**src/rtl/bus_cfg_pkg.sv**
```systemverilog
// Shared types and constants for the bus configuration sequencer.
package bus_cfg_pkg;

  typedef enum logic [2:0] {
    IDLE    = 3'd0,
    K_LOAD  = 3'd1,
    K_WAIT  = 3'd2,
    T_FLUSH = 3'd3,
    T_WAIT  = 3'd4,
    STREAM  = 3'd5,
    ERR     = 3'd6
  } seq_state_t;

  // Bus ID that addresses no column: MSB set, all other bits clear.
  function automatic logic [7:0] idle_id(input int unsigned idw);
    return 8'(8'd1 << (idw - 1));
  endfunction

endpackage

```
**src/rtl/busy_wait_timer.sv**
```systemverilog
// Saturating wait-cycle counter shared by the kernel and tag busy waits.
module busy_wait_timer #(
  parameter  int unsigned LIMIT = 255,
  localparam int unsigned TW    = $clog2(LIMIT + 1)
) (
  input  logic clk,
  input  logic rst,
  input  logic clr,
  input  logic en,
  output logic expired,
  output logic first
);

  logic [TW-1:0] count;

  // Count cycles spent waiting; holds at LIMIT instead of wrapping.
  always_ff @(posedge clk) begin
    if (rst || clr) begin
      count <= '0;
    end else if (en && (count != TW'(LIMIT))) begin
      count <= count + TW'(1);
    end
  end

  // expired is high on the LIMIT-th waiting cycle, so the wait lasts LIMIT cycles.
  assign expired = en && (count >= TW'(LIMIT - 1));
  assign first   = (count == '0);

endmodule

```
**src/rtl/bus_cfg_sequencer.sv**
```systemverilog
// Bus-side master: loads kernel size, re-arms tag match, then streams ID-tagged words.
module bus_cfg_sequencer
  import bus_cfg_pkg::*;
#(
  parameter  int unsigned DATA_WIDTH   = 16,
  parameter  int unsigned NUM_COL      = 4,
  parameter  int unsigned BUSY_TIMEOUT = 255,
  localparam int unsigned IDW          = $clog2(NUM_COL) + 1,
  localparam int unsigned PW           = 2 * DATA_WIDTH
) (
  input  logic                  clk,
  input  logic                  rst,
  input  logic                  cfg_start,
  input  logic [7:0]            cfg_kernel_size,
  input  logic                  in_valid,
  output logic                  in_ready,
  input  logic [DATA_WIDTH-1:0] in_ifmap,
  input  logic [DATA_WIDTH-1:0] in_fltr,
  input  logic [PW-1:0]         in_psum,
  input  logic [IDW-1:0]        in_id,
  input  logic                  in_last,
  output logic [DATA_WIDTH-1:0] ifmap_data_B2M,
  output logic [DATA_WIDTH-1:0] fltr_data_B2M,
  output logic [PW-1:0]         psum_data_B2M,
  output logic [IDW-1:0]        ID,
  output logic                  flush_tag,
  input  logic                  tag_busy,
  output logic                  flush_kernel,
  input  logic                  kernel_busy,
  output logic [7:0]            kernel_size,
  input  logic [PW-1:0]         psum_data_M2B,
  input  logic                  VALID,
  output logic                  out_valid,
  output logic [PW-1:0]         out_psum,
  output logic                  busy,
  output logic                  done,
  output logic                  err
);

  localparam logic [IDW-1:0] IDLE_ID = IDW'(idle_id(IDW));

  seq_state_t            state, state_d;
  logic [7:0]            kernel_size_d;
  logic                  err_d, done_d, flush_kernel_d, flush_tag_d;
  logic [IDW-1:0]        id_d;
  logic [DATA_WIDTH-1:0] ifmap_d, fltr_d;
  logic [PW-1:0]         psum_d, out_psum_d;
  logic                  waiting, expired, first;

  assign waiting  = (state == K_WAIT) || (state == T_WAIT);
  assign in_ready = (state == STREAM);
  assign busy     = (state != IDLE) && (state != ERR);

  busy_wait_timer #(.LIMIT(BUSY_TIMEOUT)) u_timer (
    .clk     (clk),
    .rst     (rst),
    .clr     (!waiting),
    .en      (waiting),
    .expired (expired),
    .first   (first)
  );

  // Next-state and next-output logic.
  always_comb begin
    state_d       = state;
    kernel_size_d = kernel_size;
    err_d         = err;
    done_d        = 1'b0;
    id_d          = IDLE_ID;
    ifmap_d       = ifmap_data_B2M;
    fltr_d        = fltr_data_B2M;
    psum_d        = psum_data_B2M;
    out_psum_d    = VALID ? psum_data_M2B : out_psum;

    case (state)
      IDLE, ERR: begin
        if (cfg_start) begin
          state_d       = K_LOAD;
          kernel_size_d = cfg_kernel_size;
          err_d         = 1'b0;
        end
      end
      K_LOAD:  state_d = K_WAIT;
      K_WAIT: begin
        if (!first && !kernel_busy) begin
          state_d = T_FLUSH;
        end else if (expired) begin
          state_d = ERR;
          err_d   = 1'b1;
        end
      end
      T_FLUSH: state_d = T_WAIT;
      T_WAIT: begin
        if (!first && !tag_busy) begin
          state_d = STREAM;
        end else if (expired) begin
          state_d = ERR;
          err_d   = 1'b1;
        end
      end
      STREAM: begin
        if (in_valid) begin
          id_d    = in_id;
          ifmap_d = in_ifmap;
          fltr_d  = in_fltr;
          psum_d  = in_psum;
          if (in_last) begin
            done_d  = 1'b1;
            state_d = IDLE;
          end
        end
      end
      default: state_d = IDLE;
    endcase

    flush_kernel_d = (state_d == K_LOAD);
    flush_tag_d    = (state_d == T_FLUSH);
  end

  // State and registered outputs.
  always_ff @(posedge clk) begin
    if (rst) begin
      state          <= IDLE;
      kernel_size    <= '0;
      err            <= 1'b0;
      done           <= 1'b0;
      ID             <= IDLE_ID;
      ifmap_data_B2M <= '0;
      fltr_data_B2M  <= '0;
      psum_data_B2M  <= '0;
      flush_kernel   <= 1'b0;
      flush_tag      <= 1'b0;
      out_valid      <= 1'b0;
      out_psum       <= '0;
    end else begin
      state          <= state_d;
      kernel_size    <= kernel_size_d;
      err            <= err_d;
      done           <= done_d;
      ID             <= id_d;
      ifmap_data_B2M <= ifmap_d;
      fltr_data_B2M  <= fltr_d;
      psum_data_B2M  <= psum_d;
      flush_kernel   <= flush_kernel_d;
      flush_tag      <= flush_tag_d;
      out_valid      <= VALID;
      out_psum       <= out_psum_d;
    end
  end

endmodule

```
**config.mk**
```make
export PLATFORM = sky130hd
export DESIGN_NAME = bus_cfg_sequencer
export DESIGN_NICKNAME = d
export VERILOG_FILES = /design/src/rtl/bus_cfg_pkg.sv /design/src/rtl/busy_wait_timer.sv /design/src/rtl/bus_cfg_sequencer.sv
export SDC_FILE = /design/constraint.sdc
export NUM_CORES = 1
export LEC_CHECK = 0
export BUFFER_PORTS_ARGS = -buffer_cell sky130_fd_sc_hd__buf_2
export CAP_MARGIN = 5
export CORE_MARGIN = 2
export CORE_UTILIZATION = 35
export CTS_BUF_LIST = sky130_fd_sc_hd__clkbuf_8
export CTS_CLUSTER_SIZE = 25
export DETAILED_ROUTE_END_ITERATION = 10
export PLACE_DENSITY_LB_ADDON = 0.12
export SLEW_MARGIN = 5
export SYNTH_ARGS = -nofsm -noshare
export SYNTH_HDL_FRONTEND = slang
export SYNTH_SLANG_ARGS = --single-unit
```
**constraint.sdc**
```tcl
create_clock -name clk -period 2.8 [get_ports clk]
set_input_delay 0.14 -clock clk [delete_from_list [all_inputs] [get_ports clk]]
set_output_delay 0.14 -clock clk [all_outputs]
set_load 0.01 [all_outputs]
```
======== Word-level counts from Yosys, hierarchy flattened ========
Cells that the tools add are included.
storage, ports and cells
  input port bits ......................... 115
  bits in registers ....................... 123
  memories kept ........................... 0
  bits in latches ......................... 0
  ROM bits ................................ 0
  memory bits (writable) .................. 0
cells by class
  reductions and logical operators ........ 20
  div/mod/pow operators ................... 0
  magnitude comparators ................... 1
  $add $sub $neg .......................... 1
  shift-type cells ........................ 0
  bitwise gates (word level) .............. 2
  mux-type cells .......................... 13
  multiply operators ...................... 0
  equal/unequal tests ..................... 13
operator list
  kind                                                      count
  2-to-1 mux 3 bit                                          6
  case mux 3 bit (6 select lines)                           1
  equality test 3 x 2 -> 1 bit, second input constant       3
  equality test 3 bit, second input constant                3
  adder 8 x 1 -> 8 bit, second input constant               1
  greater-or-equal comparator 8 bit, second input constant  1
  logical NOT 8 bit                                         1
  inequality test 8 bit, second input constant              1
  equality test 3 x 1 -> 1 bit, second input constant       2
  inequality test 2 bit, second input constant              3
  nonzero test 3 bit                                        2
  logical AND 1 bit                                         5
  2-to-1 mux 1 bit                                          5
  logical NOT 1 bit                                         4
  AND reduction 2 bit                                       2
  AND reduction 4 bit                                       1
  logical NOT 3 bit                                         1
  inequality test 3 bit, second input constant              1
  case mux 1 bit (3 select lines)                           1
  OR reduction 3 bit                                        1
  logical OR 1 bit                                          2
  inverter 1 bit                                            2
  OR reduction 2 bit                                        1

======== Logic depth before layout (Yosys ltp) ========
Gate-level depths: netlist (run 1).
  depth in word-level cells ............... 7
  mapped depth ............................ 7
  gate-level depth less buffers ........... 6

======== Modules after synthesis ========
Synthesis (run 1) repeated with hierarchy kept, for this count alone.
unflattened totals
  cells, all modules ...................... 517
  area, all modules ....................... 4688.2 um^2
modules (own cells, without submodules)
  module             times used  sequential area each (um^2)  cells each  area each (um^2)
  bus_cfg_sequencer  1           2302.2                       460         4207.8
  busy_wait_timer    1           160.2                        57          480.5

======== Worst setup path after synthesis (run 1) ========
No wires, ideal clock.
  path type ............................... register to register
  start ................................... register u_timer.count[1]
  end ..................................... register flush_tag
  setup slack ............................. 1.239 ns
  cell stages (with the launch flop) ...... 7
  arrival time ............................ 1.474 ns
  buffers on the path ..................... 0
  cell sequence ........................... dfxtp_1 inv_1 ha_1 nor4b_4 and2_2 o311a_4 nor4b_2
between the ends
  longest elaborated chain between the ends .. 6
  elaborated cells between the ends (all ways) .. 11
RTL lines
  what                                                                    RTL line                                                                 RTL
  from (decl)                                                             busy_wait_timer.sv:14                                                    logic [TW-1:0] count;
  from (signal assigned)                                                  busy_wait_timer.sv:21                                                    count <= count + TW'(1);
  greater-or-equal comparator 8 bit or logical NOT 8 bit (tied branches)  busy_wait_timer.sv:26, busy_wait_timer.sv:27
  logical AND 1 bit or logical NOT 1 bit (tied branches)                  busy_wait_timer.sv:26, bus_cfg_sequencer.sv:85, bus_cfg_sequencer.sv:94
  2-to-1 mux 3 bit (tied with other cells)                                bus_cfg_sequencer.sv:87, bus_cfg_sequencer.sv:96
  2-to-1 mux 3 bit (on tied branches)                                     bus_cfg_sequencer.sv:94, bus_cfg_sequencer.sv:85
  case mux 3 bit (6 select lines) (*)                                     bus_cfg_sequencer.sv:75                                                  case (state)
  equality test 3 x 2 -> 1 bit (*)                                        bus_cfg_sequencer.sv:117                                                 flush_tag_d = (state_d == T_FLUSH);
  to (signal assigned)                                                    bus_cfg_sequencer.sv:145                                                 flush_tag <= flush_tag_d;
  to (decl)                                                               bus_cfg_sequencer.sv:26                                                  output logic flush_tag,
Every way passes the cells marked *; elsewhere a longest branch is shown, timed or not.
A chain may end at the register's enable or synchronous reset.

======== Worst setup path after layout (run 1) ========
  start ................................... register state[1]
  end ..................................... register kernel_size[1]
between the ends
  longest elaborated chain between the ends .. 3
  elaborated cells between the ends (all ways) .. 4
RTL lines
  what                                                      RTL line                  RTL
  from (decl)                                               bus_cfg_sequencer.sv:42   seq_state_t state, state_d;
  from (signal assigned)                                    bus_cfg_sequencer.sv:136  state <= state_d;
  equality test 3 bit or logical NOT 3 bit (tied branches)  bus_cfg_sequencer.sv:75
  OR reduction 2 bit (*)                                    bus_cfg_sequencer.sv:75
  AND reduction 2 bit (no source line) (*)                  --
  to (signal assigned)                                      bus_cfg_sequencer.sv:137  kernel_size <= kernel_size_d;
  to (decl)                                                 bus_cfg_sequencer.sv:30   output logic [7:0] kernel_size,
Marks and branches as above.

==> summary.md, run 1 <==
| Metric | Value |
|---|---|
| Status | finished clean |
| Routed vias | 4762 |
| WP data required | approximately 3100 ps |
| Critical path launch point type | flip-flop |
| Initial Util | a little over a third |
| Clock network power share | between 40% and 50% |
| Mapped cell area | 0.00466 mm² |
| FF-to-FF Start | state[1] |
| Synth top area cells | dfxtp_1 (53%), nand2_1 (11%), mux2i_1 (8.6%), a21oi_1 (8.0%), nor2_1 (3.7%) |
| Switching Fraction | 22.1% |
| Fill cells | 1209 |
| CTS resizes | 0 |
| Total of max-cap violations | 0 |
| Clk_lat worst skew | 430 ps |
| Layout Skew | 5.67 ps |
| Post-synth ARST share | 0% |
| Synth area leader | dfxtp_1 |
| Gr ovfl total | 0 |
| Crit path DAT | 2220 ps |
| Gp weighted congestion | 0.804 |
| Worst path top cell family by delay | flip-flops |
| Most frequent cells after synthesis | nand2_1 (135), dfxtp_1 (123), a21oi_1 (75) |
| Power per Cell Area | 521 mW/mm² |
| Syn nets | 642 |
| DP Wirelength | 8890 µm |
| Fraction of the yosys area taken by sequential cells | 52.8% |
| Reg2Reg Depth | 4 |
| CTS max path bufs | 2 |
| Initial antenna violation count | 0 |
| Flop-to-flop setup slack | 880 ps |
| Area Growth Syn to Fin | 58.7% |
| Period minus WS final | 1920 ps |
| Fmax | 0.521 GHz |
| Die Area | 0.0143 mm² |
| Num ports | 229 |
| Post-route ant nets | 0 |
| Vias/cell | 4.59 |
| Yosys top cell area share | 52.8% |
| Slowest cell on crit path | dfxtp_1 |
| CTS sink count | roughly 120 |
| Cell count after synthesis | 524 |
| Sequential Power Share | 47.0% |
| M1 WL | 5710 µm |
| CP cell instances | xnor2_2, and3_1, mux2i_1, nor2_1 |
| Core area | 0.0131 mm² |
| Yosys warnings | 0 |
| Final Hold Vio Count | 0 |
| Slowest stage delay, CP | a little over 600 ps |
| Vias in the first global route | 4667 |
| First-pass GRT wire length | 22100 µm |
| Wirelength per Cell | approximately 13 µm |
| Avg Inst Size Synth | 8.90 µm² |
| CP Buf/Inv Count | 0 |
| Nets@finish | 966 |
| P_int | 0.00300 W |
| Placed cells | ~900 |
| Non-filler cells, final | 1037 |
| Top sig layer | met4 |
| CTS tree | built |
| Stages on worst setup path | 4 |
| CP endpoint kind | flip-flop |
| Yosys reg bits | roughly 120 |
| Buffers on Ports | between 200 and 250 |
| WS Path Type | flip-flop to flip-flop |
| TNS Setup | 0 ps |
| Period Utilization, post-route | 68.5% |
| WHS Endpoint | flush_kernel |
| RSZ-0062 raised after global routing | no |
| Clock transition at path regs | 70 ps |
| Most frequent cell after synthesis | nand2_1 |
| Net switching power | 0.000852 W |
| Detailed router's first-iteration violation count | 248 |
| Met2 routed WL | around 6800 µm |
| Combinational power share | 10.1% |
| Row cnt | 42 |
| H-Tree Depth | 4 |
| Crit Path Max Fanout | 11 |
| DRC | 0 |
| Total global-route track usage | 19.5% |
| Fin. max-slew vios | 0 |
| Routed wl met3 | 1020 µm |
| Hold Path Stages | 4 |
| Main flop type after synthesis | dfxtp_1 |
| ANT cells | 0 |
| Die H | 119 µm |
| Clock root cell | clkbuf_8 |
| Hold WS | between 100 and 150 ps |
| Hold Crit Class | input port to flip-flop |
| Max IR drop VDD | 0.287 mV |
| P_leak | 3.39 nW |
| CTS Buf Count | 17 |
| Layout cell share with drive strength beyond 1 | about 33% |
| Hold Crit Start | tag_busy |
| Largest net degree at the start of global routing | 62 |
| Synth cell types | 47 |
| End of the worst register-to-register path | kernel_size[1] |
| Die width | 119 µm |
| Total Routed Length | 14000 µm |
| Final Util | approximately 56% |
| Max transition margin | 39.7% |
| EDFF count, synth | 0 |
| Worst Max-Slew Pin Slew | 904 ps |
| Number of setup violations in the final report | 0 |
| Initial DRT Pass Iterations | 4 |
-- area by class of cell --
class | instances | area (µm²) | share of cell area (%)
Multi-Input combinational cell | 360 | 2010 | 27.1
Clock inverter | 10 | 123 | 1.66
Clock buffer | 22 | 303 | 4.09
Timing Repair Buffer | 340 | 2270 | 30.6
Tap cell | 176 | 220 | 2.97
Sequential cell | 123 | 2460 | 33.3
Inverter | 6 | 22.5 | 0.304
-- how the worst max path moves through the flow --
stage | startpoint | endpoint | slack (ps)
6_report | state[1] | kernel_size[1] | 880
5_1_grt | state[2] | ifmap_data_B2M[0] | 750
3_5_place_dp | state[2] | ifmap_data_B2M[12] | 890
2_1_floorplan | u_timer.count[1] | flush_tag | 1240
4_1_cts | state[2] | ifmap_data_B2M[12] | 870
3_3_place_gp | state[2] | psum_data_B2M[17] | 980
-- flip-flops by register name (all words and copies together) (netlist names) --
| register | flops |
|---|---|
| ID | 3 |
| done | 1 |
| err | 1 |
| fltr_data_B2M | 16 |
| flush_kernel | 1 |
| flush_tag | 1 |
| ifmap_data_B2M | 16 |
| kernel_size | 8 |
| out_psum | 32 |
| out_valid | 1 |
| psum_data_B2M | 32 |
| state | 3 |
| u_timer.count | 8 |
-- kinds of logic (layout without fill, tap and decap cells) --
logic type	Yosys count	after routing	share of synthesized area (%)
xor gates and xnor gates	3	3	0.724
buffers and inverters	41	378	4.35
muxes	40	40	8.58
and+or+nand+nor	218	218	20.7
DFF	123	123	52.8
adders and majority gates	3	3	0.805
AOI/OAI and AO/OA	96	96	12.1
-- metal layers --
layer / global-route usage [%] / vias to the layer above
li1: - / 2391
met1: 21.0 / 2156
met2: 33.8 / 176
met3: 6.51 / 39
met4: 10.1 / 0
met5: 0 / -
-- power groups by stage --
stage                     Sequential [W]  Clock [W]  Combinational [W]
after floorplan                  0.00186          0           0.000115
after global placement           0.00185          0           0.000263
after detailed placement         0.00185          0           0.000266
after CTS                        0.00181    0.00171           0.000383
after global routing             0.00182    0.00178           0.000420
final                            0.00181    0.00165           0.000388
-- what timing repair did --
action                    CTS  global route
hold endpoints to repair  108             0
buffers inserted            0             0
hold buffers              108             0
-- tightest hold or removal path, cell delays in order --
cell and delay (ps):
buf_2 100, a21oi_1 60, o211ai_1 150, a211oi_1 70
-- layout by cell type (no fill, tap or decap), types with 2 or more instances in the layout --
master         Yosys  routed
or3_1              2       2
buf_4              7       4
nand2_1          135     135
clkbuf_8           0      22
a211oi_1           2       2
a31oi_1            2       2
nand2b_1           2       2
and3_1             3       2
clkinv_2           0       2
o211ai_1           2       2
a21oi_1           75      75
mux2i_1           40      40
inv_1              6      10
and2_1             4       4
nand3_1            4       3
dfxtp_1          123     123
xnor2_1            2       2
nor2b_1            2       2
o21ai_0            5       5
buf_2             12     227
nand4_1            3       3
dlygate4sd3_1      0     108
nand2b_4           2       2
bufinv_16          0       3
nor2_1            46      46
ha_1               3       3
a31o_2             2       2
and2b_2            2       2
nor3_1             3       3
-- stage by stage --
step	area, µm²	total power, W	worst slack, ps
final	7400	0.00386	882
after global routing	7400	0.00402	751
after CTS	7400	0.00390	872
after detailed placement	5900	0.00212	885
after global placement	5900	0.00211	984
after floorplan	4660	0.00198	1240
Note: power is estimated with default switching activity, not from simulation.
==> run 2, diff against run 1 <==
- ABC_AREA: not set -> 1
- clock period: 2.8 -> 1.9 ns (I/O delays scaled with it)
==> summary.md, run 2 <==
| Metric | Value |
|---|---|
| CTS sink count | 123 (unchanged) |
| Synth top area cells | dfxtp_1 (46%), nand2_2 (14%), a21oi_2 (10%), nor2_1 (6.7%), buf_12 (4.9%) (was dfxtp_1 (53%), nand2_1 (11%), mux2i_1 (8.6%), a21oi_1 (8.0%), nor2_1 (3.7%)) |
| Wirelength per Cell | 12.9 µm (was 13.5 µm) |
| Gr ovfl total | 0 (unchanged) |
| Total of max-cap violations | 0 (unchanged) |
| Slowest cell on crit path | dfxtp_1 (unchanged) |
| Post-synth ARST share | 0% (unchanged) |
| Simple-Gate Fraction of Synth Area | 28.0% (was 20.7%) |
| Post-route ant nets | 0 (unchanged) |
| Detailed router's first-iteration violation count | 128 (was 248) |
| Num ports | 229 (unchanged) |
| Critical path launch point type | flip-flop (unchanged) |
| Die width | 127 µm (was 119 µm) |
| DRC | 0 (unchanged) |
| Final Hold Vio Count | 0 (unchanged) |
| WP data required | 2260 ps (was 3100 ps) |
| Synth area leader | dfxtp_1 (unchanged) |
| Worst path top cell family by delay | buffers and inverters (was flip-flops) |
| Total Routed Length | 14400 µm (was 14000 µm) |
| Total global-route track usage | 18.1% (was 19.5%) |
| Initial DRT Pass Iterations | 4 (unchanged) |
| Max transition margin | 62.4% (was 39.7%) |
| Synth cell types | 35 (was 47) |
| Yosys warnings | 0 (unchanged) |
| Clock root cell | clkbuf_8 (unchanged) |
| CTS tree | built (unchanged) |
| CP cell instances | nand3_2, inv_2, nand2_4, inv_8, nand2_2, a21oi_2 (was xnor2_2, and3_1, mux2i_1, nor2_1) |
| Row cnt | 45 (was 42) |
| Crit Path Max Fanout | 64 (was 11) |
| DP Wirelength | 9290 µm (was 8890 µm) |
| H-Tree Depth | 4 (unchanged) |
| Nets@finish | 1040 (was 966) |
| Mapped cell area | 0.00532 mm² (was 0.00466 mm²) |
| Worst Max-Slew Pin Slew | 564 ps (was 904 ps) |
| Power per Cell Area | 738 mW/mm² (was 521 mW/mm²) |
| Main flop type after synthesis | dfxtp_1 (unchanged) |
| Fraction of the mapped netlist area in compound gates | 15.9% (was 12.1%) |
| Syn nets | 708 (was 642) |
| Fin. max-slew vios | 0 (unchanged) |
| Layout cell share with drive strength beyond 1 | 50.8% (was 32.5%) |
| CTS max path bufs | 2 (unchanged) |
| First-pass GRT wire length | 23700 µm (was 22100 µm) |
| ANT cells | 0 (unchanged) |
| Gp weighted congestion | 0.776 (was 0.804) |
| Adder-cell share of the synthesized area | 0.706% (was 0.805%) |
| Most frequent cells in the layout | buf_2 (227), dfxtp_1 (123), nand2_2 (120), dlygate4sd3_1 (109), nor2_1 (95) (was buf_2 (227), nand2_1 (135), dfxtp_1 (123), dlygate4sd3_1 (108), a21oi_1 (75)) |
| Fmax | 0.627 GHz (was 0.521 GHz) |
| Yosys top cell area share | 46.3% (was 52.8%) |
| Largest family of logic cells by synthesized area | simple AND/OR/NAND/NOR gates (unchanged) |
| Tot Pwr | 0.00590 W (was 0.00386 W) |
| Most frequent cell after synthesis | dfxtp_1 (was nand2_1) |
| CTS Buf Count | 17 (unchanged) |
| Period Utilization, post-route | 83.9% (was 68.5%) |
| Number of setup violations in the final report | 0 (unchanged) |
| Initial Util | 35.4% (was 35.5%) |
| Yosys reg bits | 123 (unchanged) |
| Largest net degree at the start of global routing | 71 (was 62) |
| CTS resizes | 0 (unchanged) |
| P_leak | 3.56 nW (was 3.39 nW) |
| Commonest non-fill, non-tap cell in the layout | buf_2 (unchanged) |
| Max IR drop VDD | 0.464 mV (was 0.287 mV) |
| Cell count after synthesis | 590 (was 524) |
| Area Growth Syn to Fin | 50.3% (was 58.7%) |
| Top flop regs | out_psum (32), psum_data_B2M (32) (unchanged) |
| Die H | 127 µm (was 119 µm) |
| CP endpoint kind | flip-flop (unchanged) |
| Vias/cell | 4.44 (was 4.59) |
| Buffers on Ports | 228 (unchanged) |
| EDFF count, synth | 0 (unchanged) |
| Routed vias | 4991 (was 4762) |
| Fraction of the yosys area taken by sequential cells | 46.3% (was 52.8%) |
| Slowest stage delay, CP | 430 ps (was 620 ps) |
| Initial antenna violation count | 0 (unchanged) |
| Clock transition at path regs | 70 ps (about the same) |
| RSZ-0062 raised after global routing | no (unchanged) |
| Hold Crit Class | input port to flip-flop (unchanged) |
| Clk_lat worst skew | 430 ps (about the same) |
| CP Buf/Inv Count | 2 (was 0) |
| Crit path DAT | 1960 ps (was 2220 ps) |
| WS Path Type | flip-flop to flip-flop (unchanged) |
| Place WS | 354 ps (was 885 ps) |
| Final Util | 53.2% (was 56.4%) |
| Period minus WS final | 1590 ps (was 1920 ps) |
| Final WS setup | 305 ps (was 882 ps) |
| Most frequent cells after synthesis | dfxtp_1 (123), nand2_2 (120), nor2_1 (95) (was nand2_1 (135), dfxtp_1 (123), a21oi_1 (75)) |
| Fill cells | 1387 (was 1209) |
| Layout Skew | 10.7 ps (was 5.67 ps) |
| Core area | 0.0150 mm² (was 0.0131 mm²) |
| Fraction of synthesized cell area in xor and xnor cells | 0.165% (was 0.724%) |
| Avg Inst Size Synth | 9.01 µm² (was 8.90 µm²) |
| Die Area | 0.0162 mm² (was 0.0143 mm²) |
| TNS Setup | 0 ps (unchanged) |
| Status | finished clean (unchanged) |
| Vias in the first global route | 5069 (was 4667) |
| Post-synthesis mux area share | 0% (was 8.58%) |
==> run 2: changes by cell type after synthesis, sizes merged, moves of 4 or more <==
cell,delta
and2,-5
inv,+25
mux2i,-40
nand2,+26
nand2b,-4
nand3,+8
nor2,+52
o21ai,+36
==> run 2: final timing paths <==
path / start / to / slack [ps] / depth (start not counted)
worst max-delay path: state[0] / psum_data_B2M[27] / 310 / 6
worst min-delay path: tag_busy / state[0] / 80 / 6
worst max register to register: state[0] / psum_data_B2M[27] / 310 / 6
worst min register to register: err / err / 450 / 2
==> run 2: metal layers <==
metal	global-route usage (%)	up-vias	share of wire, %
li1	-	2545	-
met1	20.6	2262	42
met3	6.45	22	6.4
met2	31.2	162	49
met4	6.53	0	2.1
met5	0	-	0
==> run 2: repair_timing <==
item,4_1_cts,5_1_grt
endpoints found under the setup margin,0,0
buffers inserted,0,0
endpoints found under the hold margin,109,0
hold buffers,109,0
==> run 2: worst register-to-register path: stages (launching register included) <==
cell	delay, ps
dfxtp_1	430
nand3_2	130
inv_2	90
nand2_4	130
inv_8	410
nand2_2	180
a21oi_2	160
==> run 2: cell families after synthesis <==
kind of cell / Yosys count
AOI/OAI and AO/OA: 119
xor gates and xnor gates: 1
adders and majority gates: 3
buffers and inverters: 64
DFF: 123
and+or+nand+nor: 280
==> run 2: area by class of cell <==
cell class | count | area [µm²] | area share (%)
clock buffer | 24 | 330 | 4.13
tap | 188 | 235 | 2.94
sequential | 123 | 2460 | 30.8
timing repair buffer | 344 | 2320 | 29.1
clock inverter | 8 | 114 | 1.42
inverter | 33 | 139 | 1.74
multi-input combinational | 403 | 2380 | 29.8
==> run 2: power by group <==
part           switching (W)  internal (W)
Sequential         0.0000377       0.00265
Clock                0.00103       0.00153
Combinational       0.000309      0.000346
==> run 2: through the flow <==
step                      hold WS [ps]  std cells  instance area, µm²
after floorplan                    195        590                5320
after global placement             282        982                6450
after detailed placement           280        982                6450
after CTS                         45.9       1123                7990
after global routing              96.1       1123                7990
final                             79.1       1123                7990
==> run 3, diff against run 2 <==
- clock period: 1.9 -> 1.41 ns (I/O delays scaled with it)
==> summary.md, run 3 (synthesis results as in run 2) <==
| Metric | Value |
|---|---|
| Status | finished clean (unchanged) |
| Fmax | around 0.73 GHz |
| Sequential Power Share | 48.4% (was 45.6%) |
| Total global-route track usage | 18.5% (was 18.1%) |
| Vias/cell | 4.47 (was 4.44) |
| Number of setup violations in the final report | 0 (unchanged) |
| Most frequent CP cell | buf_6 |
| Die width | 127 µm (unchanged) |
| Clock network power share | 38.9% (was 43.3%) |
| Largest net degree at the start of global routing | 54 (was 71) |
| CTS max path bufs | 2 (unchanged) |
| DRC | 0 (unchanged) |
| Fin. max-slew vios | 0 (unchanged) |
| Clock root cell | clkbuf_8 (unchanged) |
| RSZ-0062 raised after global routing | yes (was no) |
| Power per Cell Area | 901 mW/mm² (was 738 mW/mm²) |
| Detailed router's first-iteration violation count | 222 (was 128) |
| Critical path launch point type | flip-flop (unchanged) |
| Wirelength per Cell | 13.1 µm (was 12.9 µm) |
| Gr ovfl total | 0 (unchanged) |
| ANT cells | 0 (unchanged) |
| CP cell instances | buf_6, inv_4, nand2_4, o21a_4, buf_6 (was nand3_2, inv_2, nand2_4, inv_8, nand2_2, a21oi_2) |
| CP endpoint kind | primary output (was flip-flop) |
| Clk_lat worst skew | 440 ps (was 430 ps) |
| Slowest cell on crit path | dfxtp_2 (was dfxtp_1) |
| Layout cell share with drive strength beyond 1 | 53.7% (was 50.8%) |
| Die Area | 0.0162 mm² (unchanged) |
| Crit Path Max Fanout | 4 (was 64) |
| Layout Skew | 12.7 ps (was 10.7 ps) |
| Worst path top cell family by delay | flip-flops (was buffers and inverters) |
| FF-to-FF Start | state[0] (unchanged) |
| First-pass GRT wire length | 24200 µm (was 23700 µm) |
| CP Launch Point | state[0] (unchanged) |
| Nets@finish | 1069 (was 1040) |
| Non-filler cells, final | 1151 (was 1123) |
| Total Routed Length | 15100 µm (was 14400 µm) |
| CP Buf/Inv Count | 3 (was 2) |
| Num ports | 229 (unchanged) |
| Post-route ant nets | 0 (unchanged) |
| Switching Fraction | 26.4% (was 23.3%) |
| P_leak | 3.66 nW (was 3.56 nW) |
| Initial Util | 35.4% (unchanged) |
| Max transition margin | 67.9% (was 62.4%) |
| Routed vias | 5148 (was 4991) |
| Hold WS | 46.7 ps (was 79.1 ps) |
| Total of max-cap violations | 0 (unchanged) |
| Die H | 127 µm (unchanged) |
| Hold Crit Class | input port to flip-flop (unchanged) |
| DP Wirelength | 9740 µm (was 9290 µm) |
| Period minus WS final | 1370 ps |
| Slowest stage delay, CP | 320 ps (was 430 ps) |
| CTS tree | built (unchanged) |
| Worst Max-Slew Pin Slew | 482 ps (was 564 ps) |
| CTS Buf Count | 17 (unchanged) |
| Vias in the first global route | 5205 (was 5069) |
| Initial antenna violation count | 0 (unchanged) |
| Max IR drop VDD | 0.581 mV (was 0.464 mV) |
| CTS sink count | 123 (unchanged) |
| Placed cells | 1000 (was 982) |
| H-Tree Depth | 4 (unchanged) |
| Crit path DAT | 1290 ps (was 1960 ps) |
| Final Hold Vio Count | 0 (unchanged) |
| Clock transition at path regs | 70 ps (about the same) |
| Fill cells | 1333 (was 1387) |
| Gp weighted congestion | 0.796 (was 0.776) |
| Net switching power | 0.00197 W (was 0.00137 W) |
| Commonest non-fill, non-tap cell in the layout | buf_2 (unchanged) |
| Initial DRT Pass Iterations | 4 (unchanged) |
| Hold Crit Start | tag_busy (unchanged) |
| Row cnt | 45 (unchanged) |
| Top flop regs | out_psum (32), psum_data_B2M (32) (unchanged) |
| Final Util | 55.2% (was 53.2%) |
| Most frequent cells in the layout | buf_2 (226), nand2_2 (120), dfxtp_1 (119), dlygate4sd3_1 (110), nor2_1 (89) (was buf_2 (227), dfxtp_1 (123), nand2_2 (120), dlygate4sd3_1 (109), nor2_1 (95)) |
| Period Utilization, post-route | 96.8% |
| Tot Pwr | 0.00747 W (was 0.00590 W) |
| P_int | 0.00550 W (was 0.00453 W) |
| Combinational power share | 12.7% (was 11.1%) |
| Core area | 0.0150 mm² (unchanged) |
| WP data required | 1340 ps (was 2260 ps) |
| Buffers on Ports | 228 (unchanged) |
| WS Path Type | flip-flop to primary output (was flip-flop to flip-flop) |
| Area Growth Syn to Fin | 56.0% (was 50.3%) |
## run 3: changes by cell type in the layout (fill, tap and decap cells not counted), moves of 2 or more
cell,change
clkinvlp_4,+5
dfxtp_2,+4
dfxtp_1,-4
buf_4,+19
nor2_1,-6
buf_12,+6
buf_6,+3
clkbuf_8,-6
bufinv_16,-2
inv_1,-4
inv_6,+2
nor2_2,+5
clkinv_4,+2
nor2_4,+2
## run 3: stage by stage
stage	instance area, µm²	worst slack (ps)	TNS [ps]
global placement	6670	88.1	0
CTS	8170	-13.6	-17.4
global route	8290	-27.7	-51.4
finish	8290	44.8	0
floorplan	5320	141	0
detailed placement	6670	39.6	0
## run 3: repair_timing
item / 4_1_cts / 5_1_grt
endpoints found under the setup margin: 1 / 73
hold buffers: 110 / 0
cloned: 0 / 1
hold endpoints to repair: 111 / 0
pin swaps: 1 / 3
buffers inserted: 2 / 7
resized for setup: 5 / 21
## run 3: routing by layer
| layer | routed length [µm] | vias up | GRT usage [%] |
|---|---|---|---|
| met5 | 0 | - | 0 |
| met4 | 204 | 0 | 6.01 |
| met3 | 954 | 13 | 6.32 |
| met2 | 7530 | 146 | 31.8 |
| met1 | 6360 | 2382 | 21.5 |
| li1 | - | 2607 | - |
## run 3: worst register-to-register path: stages, from the launching register on
cell	delay [ps]
dfxtp_2	320
buf_6	120
inv_4	50
nand2_4	40
o21a_4	200
buf_6	130
nor2_8	170
inv_8	70
nor2_1	90
nor2_1	50
## run 3: worst paths after layout
| kind | end | cells after the start | slack (ps) |
|---|---|---|---|
| worst max register to register | kernel_size[2] | 9 | 60 |
| worst min register to register | err | 2 | 450 |
| worst min-delay path | state[0] | 6 | 50 |
| worst max-delay path | busy | 5 | 40 |
## run 3: cell type report
cell class                      instances  area, µm²  share of cell area, %
Sequential cell                       123       2470                   29.8
Inverter                               33        158                   1.90
Timing Repair Buffer                  372       2630                   31.7
Multi-Input combinational cell        404       2440                   29.4
Clock inverter                         13        120                   1.45
Tap cell                              188        235                   2.84
Clock buffer                           18        248                   2.99
## run 3: power groups by stage
stage                     Clock, W  Sequential [W]  Combinational (W)
after global routing       0.00317         0.00363            0.00103
after global placement           0         0.00369           0.000649
after floorplan                  0         0.00374           0.000258
after detailed placement         0         0.00369           0.000653
after CTS                  0.00303         0.00362           0.000911
final                      0.00291         0.00362           0.000947
